`src/rtl/unidade_de_busca.sv`:
```
// unidade_de_busca: fetch / PC-sequencing stage of the single-cycle iZero core.
// Owns the PC and drives it to the ROM, decodes j/jal/jr/jf/halt/in for the next PC,
// stalls on `in` until confirmed, and freezes on halt or out-of-range fetch.
// Ports: clock, reset (sync, active-high), instrucao, dado_rs, confirma_entrada ->
//        pc, link, executa, esperando_entrada, parado [, contador].
// Optional: define BUSCA_CONTADOR_EN to add the saturating committed-instruction counter.
module unidade_de_busca #(
    parameter int          MEM_SIZE = 150,
    parameter logic [25:0] RESET_PC = 26'd0
) (
    input  logic        clock,
    input  logic        reset,
    input  logic [31:0] instrucao,
    input  logic [31:0] dado_rs,
    input  logic        confirma_entrada,
    output logic [25:0] pc,
    output logic [25:0] link,
    output logic        executa,
    output logic        esperando_entrada,
`ifdef BUSCA_CONTADOR_EN
    output logic        parado,
    output logic [31:0] contador
`else
    output logic        parado
`endif
);

    typedef enum logic [1:0] {
        EXECUTA,
        ESPERA_ENTRADA,
        PARADO
    } estado_t;

    localparam logic [5:0] OP_J    = 6'b010110;
    localparam logic [5:0] OP_JAL  = 6'b010111;
    localparam logic [5:0] OP_JF   = 6'b010101;
    localparam logic [5:0] OP_HALT = 6'b011000;
    localparam logic [5:0] OP_IN   = 6'b010011;
    localparam logic [5:0] FN_JR   = 6'b010010;

    estado_t     r_estado;
    estado_t     w_estado_prox;
    logic [25:0] r_pc;
    logic [25:0] w_pc_prox;
    logic [25:0] w_pc_inc;
    logic [25:0] w_alvo;
    logic [5:0]  w_op;
    logic        w_is_j;
    logic        w_is_jr;
    logic        w_is_jf;
    logic        w_is_halt;
    logic        w_is_in;
    logic        w_alvo_fora;
    logic        w_inc_fora;
    logic        w_executa;
    logic        w_espera;

    assign w_op      = instrucao[31:26];
    assign w_is_j    = (w_op == OP_J) || (w_op == OP_JAL);
    assign w_is_jr   = (w_op == 6'b000000) && (instrucao[5:0] == FN_JR);
    assign w_is_jf   = (w_op == OP_JF);
    assign w_is_halt = (w_op == OP_HALT);
    assign w_is_in   = (w_op == OP_IN);

    // Wraps modulo 2^26; the range check stops the core before the wrap matters.
    assign w_pc_inc = r_pc + 26'd1;

    always_comb begin
        w_alvo = w_pc_inc;
        unique case (1'b1)
            w_is_j:  w_alvo = instrucao[25:0];
            w_is_jr: w_alvo = dado_rs[25:0];
            w_is_jf: w_alvo = (dado_rs == 32'd0) ? {10'd0, instrucao[15:0]} : w_pc_inc;
            default: w_alvo = w_pc_inc;
        endcase
    end

    assign w_alvo_fora = {6'd0, w_alvo} >= 32'(MEM_SIZE);
    assign w_inc_fora  = {6'd0, w_pc_inc} >= 32'(MEM_SIZE);

    always_comb begin
        w_estado_prox = r_estado;
        w_pc_prox     = r_pc;
        w_executa     = 1'b0;
        w_espera      = 1'b0;
        case (r_estado)
            EXECUTA: begin
                if (w_is_halt) begin
                    w_executa     = 1'b1;
                    w_estado_prox = PARADO;
                end else if (w_is_in && !confirma_entrada) begin
                    w_espera      = 1'b1;
                    w_estado_prox = ESPERA_ENTRADA;
                end else begin
                    // Out-of-range target still commits the current instruction.
                    w_executa = 1'b1;
                    if (w_alvo_fora) begin
                        w_estado_prox = PARADO;
                    end else begin
                        w_pc_prox = w_alvo;
                    end
                end
            end
            ESPERA_ENTRADA: begin
                if (confirma_entrada) begin
                    w_executa = 1'b1;
                    if (w_inc_fora) begin
                        w_estado_prox = PARADO;
                    end else begin
                        w_pc_prox     = w_pc_inc;
                        w_estado_prox = EXECUTA;
                    end
                end else begin
                    w_espera = 1'b1;
                end
            end
            default: begin
                w_estado_prox = PARADO;
            end
        endcase
    end

    always_ff @(posedge clock) begin
        if (reset) begin
            r_estado <= EXECUTA;
            r_pc     <= RESET_PC;
        end else begin
            r_estado <= w_estado_prox;
            r_pc     <= w_pc_prox;
        end
    end

`ifdef BUSCA_CONTADOR_EN
    logic [31:0] r_contador;

    always_ff @(posedge clock) begin
        if (reset) begin
            r_contador <= 32'd0;
        end else if (w_executa && (r_contador != 32'hFFFF_FFFF)) begin
            r_contador <= r_contador + 32'd1;
        end
    end

    assign contador = r_contador;
`endif

    assign pc                = r_pc;
    assign link              = w_pc_inc;
    assign executa           = w_executa;
    assign esperando_entrada = w_espera;
    assign parado            = (r_estado == PARADO);

endmodule

```
`config.mk`:
```
export PLATFORM = sky130hd
export DESIGN_NAME = unidade_de_busca
export DESIGN_NICKNAME = d
export VERILOG_FILES = /design/src/rtl/unidade_de_busca.sv
export SDC_FILE = /design/constraint.sdc
export NUM_CORES = 1
export LEC_CHECK = 0
export ABC_CLOCK_PERIOD_IN_PS = 4800
export CORE_MARGIN = 4
export CORE_UTILIZATION = 64
export DETAILED_ROUTE_END_ITERATION = 16
export DONT_BUFFER_PORTS = 1
export HOLD_SLACK_MARGIN = 0.12
export PLACE_DENSITY = 0.88
export SLEW_MARGIN = 20
export SYNTH_ARGS = -nofsm -noshare
export SYNTH_HDL_FRONTEND = slang
export SYNTH_SLANG_ARGS = --single-unit
```
`constraint.sdc`:
```
create_clock -name clock -period 4.8 [get_ports clock]
set_input_delay 1.44 -clock clock [delete_from_list [all_inputs] [get_ports clock]]
set_output_delay 1.44 -clock clock [all_outputs]
set_load 0.1 [all_outputs]
```
Word-level counts from Yosys, hierarchy flattened
Index checks and enable logic that the tools add are counted.
{"block": "totals", "word_cells": 51, "reg_bits": 28, "mem_bits_ro": 0, "memories": 0, "ram_bits": 0, "latch_bits": 0}
{"block": "classes", "magnitude_cmp": 2, "bitwise": 0, "div": 0, "shift": 0, "mul": 0, "muxes": 22, "n_eq_ne": 14, "addsub": 1, "n_reduce_logical": 10}
{"op": "$mux 26", "n": 6}
{"op": "$pmux 26 s3", "n": 1}
{"op": "$ge 26x8->1 const B", "n": 2}
{"op": "$pmux 26 s2", "n": 1}
{"op": "$eq 6x5->1 const B", "n": 6}
{"op": "$logic_not 32->1", "n": 1}
{"op": "$add 26x1->26 const B", "n": 1}
{"op": "$mux 2", "n": 5}
{"op": "$ne 2x2->1 const B", "n": 5}
{"op": "$logic_not 6->1", "n": 1}
{"op": "$mux 1", "n": 6}
{"op": "$reduce_and 6->1", "n": 1}
{"op": "$ne 4x4->1 const B", "n": 1}
{"op": "$pmux 1 s2", "n": 2}
{"op": "$pmux 2 s2", "n": 1}
{"op": "$eq 2x1->1 const B", "n": 1}
{"op": "$eq 2x2->1 const B", "n": 1}
{"op": "$logic_and 1x1->1", "n": 2}
{"op": "$logic_not 2->1", "n": 1}
{"op": "$reduce_and 2->1", "n": 1}
{"op": "$reduce_bool 2->1", "n": 1}
{"op": "$logic_not 1->1", "n": 1}
{"op": "$logic_or 1x1->1", "n": 1}

Logic depth before layout (Yosys ltp)
Gate-level depths: netlist of run 1.
{"block": "depth", "word_depth": 8, "depth_mapped": 12}

Worst setup path before layout of run 1
OpenSTA, ideal clock, no wires.
{"block": "synth_timing", "path_type": "reg-to-output", "start": "register r_pc[10] (netlist: pc[10])", "end": "output port link[25]", "stages_incl_launch_ff": 7, "setup_slack_ns": -0.398, "n_path_buf": 1, "arrival_ns": 3.758, "t_required_ns": 3.360, "cell_sequence": "dfxtp_1 -> buf_2 -> nand4_2 -> nor3_2 -> and3_1 -> nand3_1 -> xnor2_1"}
{"block": "synth_via", "elab_chain_cells": 1}
{"item": "start, declared", "line_no": "43", "source": "logic [25:0] r_pc;"}
{"item": "start signal, assigned", "line_no": "129", "source": "r_pc <= w_pc_prox;"}
{"item": "$add 26x1->26", "line_no": "66", "source": "assign w_pc_inc = r_pc + 26'd1;"}
{"item": "end, declared", "line_no": "17", "source": "output logic [25:0] link,"}
No other way between the ends.

Worst setup path in the final report of run 1
{"block": "layout_timing", "start": "register r_pc[3] (netlist: pc[3])", "end": "register r_pc[4] (netlist: pc[4])"}
{"block": "layout_via", "elab_chain_cells": 7}
{"item": "$add 26x1->26 *", "line_no": "66"}
{"item": "branches (longest 6 deep; another with $ge 26x8->1)"}
Every way passes the cells marked *. The select of a mux whose other input is x is not followed.
A chain may end at the register's enable or synchronous reset.

==> impl_results.md, run 1 <==
- Status: complete, no violations
- Post-synth EDFFs: 0
- Min cycle time layout: 4490 ps
- Clock buffer depth: 2
- Cell Area, Synth: 2360 um^2
- # clock sinks: 28
- CP Max Fanout: 8
- Wirelength per Cell: 21.4 um
- Clock-pin slew on the worst setup and hold paths: 100 ps
- Register bit total from synthesis: 28
- WP data required: roughly 5000 ps
- Area Overhead vs Synth: 28.7%
- Die span in x: slightly below 70 um
- Worst setup path end: pc[4]$_SDFFE_PP0P_
- CP Launch Point: pc[3]$_SDFFE_PP0P_
- Power Density: 283 nW/um^2
- Fin cells: 387
- Design area: around 3000 um^2
- Kind of cell adding the most delay to the critical path: simple AND/OR/NAND/NOR gates
- Max Slew Vio Count: 0
- Total wire length: 8280 um
- Post-CTS sizing: 0
- Seq/Total Area, Yosys: 0.238
- Detailed Place HPWL: ~6200 um
- DRC: 0
- Die Span Y: just under 70 um
- Cells along the critical path: nand4_4 > or2_2 > nor3_1 > xor2_2 > or4_1 > nor4_2 > nor2b_1 > nor2_1 > a21o_1 > a211oi_1
- Crit path kind: reg2reg
- RD Place Congestion: 0.983
- Die area: 4720 um^2
- Worst r2r dst: pc[4]$_SDFFE_PP0P_
- CTS tree: done
- Global-route wire length before repair: 12300 um
- Slowest cell on crit path: dfxtp_1
- Max Cap Viol: 0
- CTS Buf Count: 3
- RSZ-0062 raised after global routing: false
- Syn_nets: 368
- Syn avg cell area: 7.89 um^2
- CP Capture Type: flop
- IO Count: 122
- Worst Path Buf+Inv: 0
- Final Cycle Share: 0.935
- Worst slew pin tran: between 1000 and 1500 ps
- Arrival @ worst endpoint: 4660 ps
- IO Port Bufs: 0
- Met2 GRT Util: 0.597
- Synth Instances: 299
- Initial Util: 0.686
- Largest net degree at the start of global routing: 33
- Most frequent cells in the layout: buf_4 (48), dfxtp_1 (28), nand2_1 (26)
- Stages on worst setup path: 10
- 1st-pass router iterations: 8
- Placed cell count: 383
- Fin Clk Skew: 8.02 ps
- Initial antenna violation count: 0
- Vias per cell: 6.91
- Dpl cell area: 2980 um^2
- Cell Rows: 21
- Async SR Flop Fraction: 0
- M3 GR Usage: 0.115
- Gr ovfl total: 0
- Hold/Removal Path Class: reg2reg
- CTS root buffer: clkbuf_8
- Fmax: 223 MHz
- Post-synth cell types: 58
- Drt initial violations: roughly 290
- Peak supply drop: 0.203 mV
- H-Tree Depth: 1
- Total track usage: 0.346
- Count of hold-fix buffers inserted at cts: 0
- Final setup fails: 0
- R2R depth: 10
- Postcts setup bufs: 0
- Ys flop type: dfxtp_1
- Vias in the first global route: 2510
- Commonest non-fill, non-tap cell in the layout: buf_4
- Share of cells above drive strength 1: 0.290
- Worst-Skew Late Latency: 290 ps
- Routed Antenna Nets: 0
- Critical Path Max Stage Delay: 1050 ps
- R2r setup slk: between 300 and 400 ps
- Max_slew headroom: 0.240
- Static leakage: ~1.3 nW
- Met1 usage: 0.406
- N_diodes: 0
- Crit start category: flop
- Fin nets: 411
- Routed via count: between 2000 and 3000
- GR peak layer: met2
- FF-to-FF Start: pc[3]$_SDFFE_PP0P_
- Core Util, Final: 0.883
- Hold Vio Cnt, Final: 0
- Synth Warn #: 0
- Fill count: roughly 180
- CORE AREA: 3440 um^2
area by class of cell:
cell class	count	area, um^2	share of cell area
Clock buffer	4	55.1	0.0181
Sequential cell	28	561	0.185
Tap cell	46	57.6	0.0189
Multi-Input combinational cell	244	1860	0.612
Timing Repair Buffer	53	460	0.152
Inverter	12	45.0	0.0148
report_power, final:
part,total (mW),internal [mW],switching (mW)
registers,0.288,0.246,0.0414
clock network,0.152,0.0738,0.0784
logic,0.420,0.0907,0.329
Yosys cell counts, types with 2 or more instances:
master / instances / area (um^2)
a211o_1: 2 / 17.5
a211oi_1: 10 / 75.1
a21oi_1: 11 / 55.1
a22o_1: 3 / 26.3
a22oi_1: 5 / 37.5
a311o_1: 2 / 20.0
a31oi_1: 2 / 12.5
a32oi_1: 2 / 17.5
and3_1: 9 / 56.3
buf_2: 4 / 20.0
clkbuf_1: 8 / 30.0
dfxtp_1: 28 / 561
ha_1: 2 / 25.0
inv_1: 12 / 45.0
mux2i_1: 5 / 50.1
nand2_1: 26 / 97.6
nand2b_1: 3 / 18.8
nand3_1: 12 / 60.1
nand3b_1: 2 / 15.0
nand4_1: 7 / 43.8
nor2_1: 18 / 67.6
nor2b_1: 6 / 37.5
nor3_1: 10 / 50.1
nor3_2: 2 / 20.0
nor3b_1: 21 / 158
nor4_1: 10 / 62.6
nor4_2: 2 / 25.0
nor4_4: 2 / 42.5
nor4b_1: 3 / 26.3
o21ai_0: 8 / 40.0
o22ai_1: 4 / 25.0
or2_2: 4 / 25.0
xnor2_1: 20 / 175
xor2_1: 10 / 87.6
worst min path at each step:
stage | from | endpoint | slack [ps] | cells after the start
2_1_floorplan | r_estado[1]$_SDFFE_PP0P_ | r_estado[1]$_SDFFE_PP0P_ | 510 | 2
3_3_place_gp | pc[25]$_SDFFE_PP0P_ | pc[25]$_SDFFE_PP0P_ | 460 | 1
3_5_place_dp | pc[25]$_SDFFE_PP0P_ | pc[25]$_SDFFE_PP0P_ | 470 | 1
4_1_cts | pc[25]$_SDFFE_PP0P_ | pc[25]$_SDFFE_PP0P_ | 480 | 1
5_1_grt | pc[25]$_SDFFE_PP0P_ | pc[25]$_SDFFE_PP0P_ | 500 | 1
6_report | pc[25]$_SDFFE_PP0P_ | pc[25]$_SDFFE_PP0P_ | 480 | 1
stage by stage:
stage                     total power [mW]  setup TNS, ps  worst slack (ps)  hold WS, ps
final                                0.860              0               313          483
after global routing                 0.879              0               146          503
after CTS                            0.850              0               383          482
after global placement               0.691              0               576          461
after detailed placement             0.704              0               451          469
after floorplan                      0.631           -276              -276          508
state kept, by name, indices dropped and copies added (netlist names):
name and count:
pc 26, r_estado 2
routing by layer:
| metal | share of wire | routed length [um] |
|---|---|---|
| met1 | 0.36 | 2990 |
| met2 | 0.49 | 4070 |
| met3 | 0.12 | 973 |
| met4 | 0.029 | 242 |
| met5 | 0 | 0 |
cell families after synthesis:
logic type      count (synthesis)  synth area share
simple gates                  145             0.374
compound gates                 61             0.189
xor+xnor                       30             0.111
flops                          28             0.238
buf+inv                        27            0.0498
mux                             6            0.0276
fa+ha+maj                       2            0.0106
No activity file was read; power rests on OpenSTA's default activity.
==> run 2, diff against run 1 <==
Settings changed: ABC_CLOCK_PERIOD_IN_PS 4800 to not set, SKIP_LAST_GASP set to 1.
==> results of run 2 <==
Final layout, timing and power as in run 1 (identical DEF).
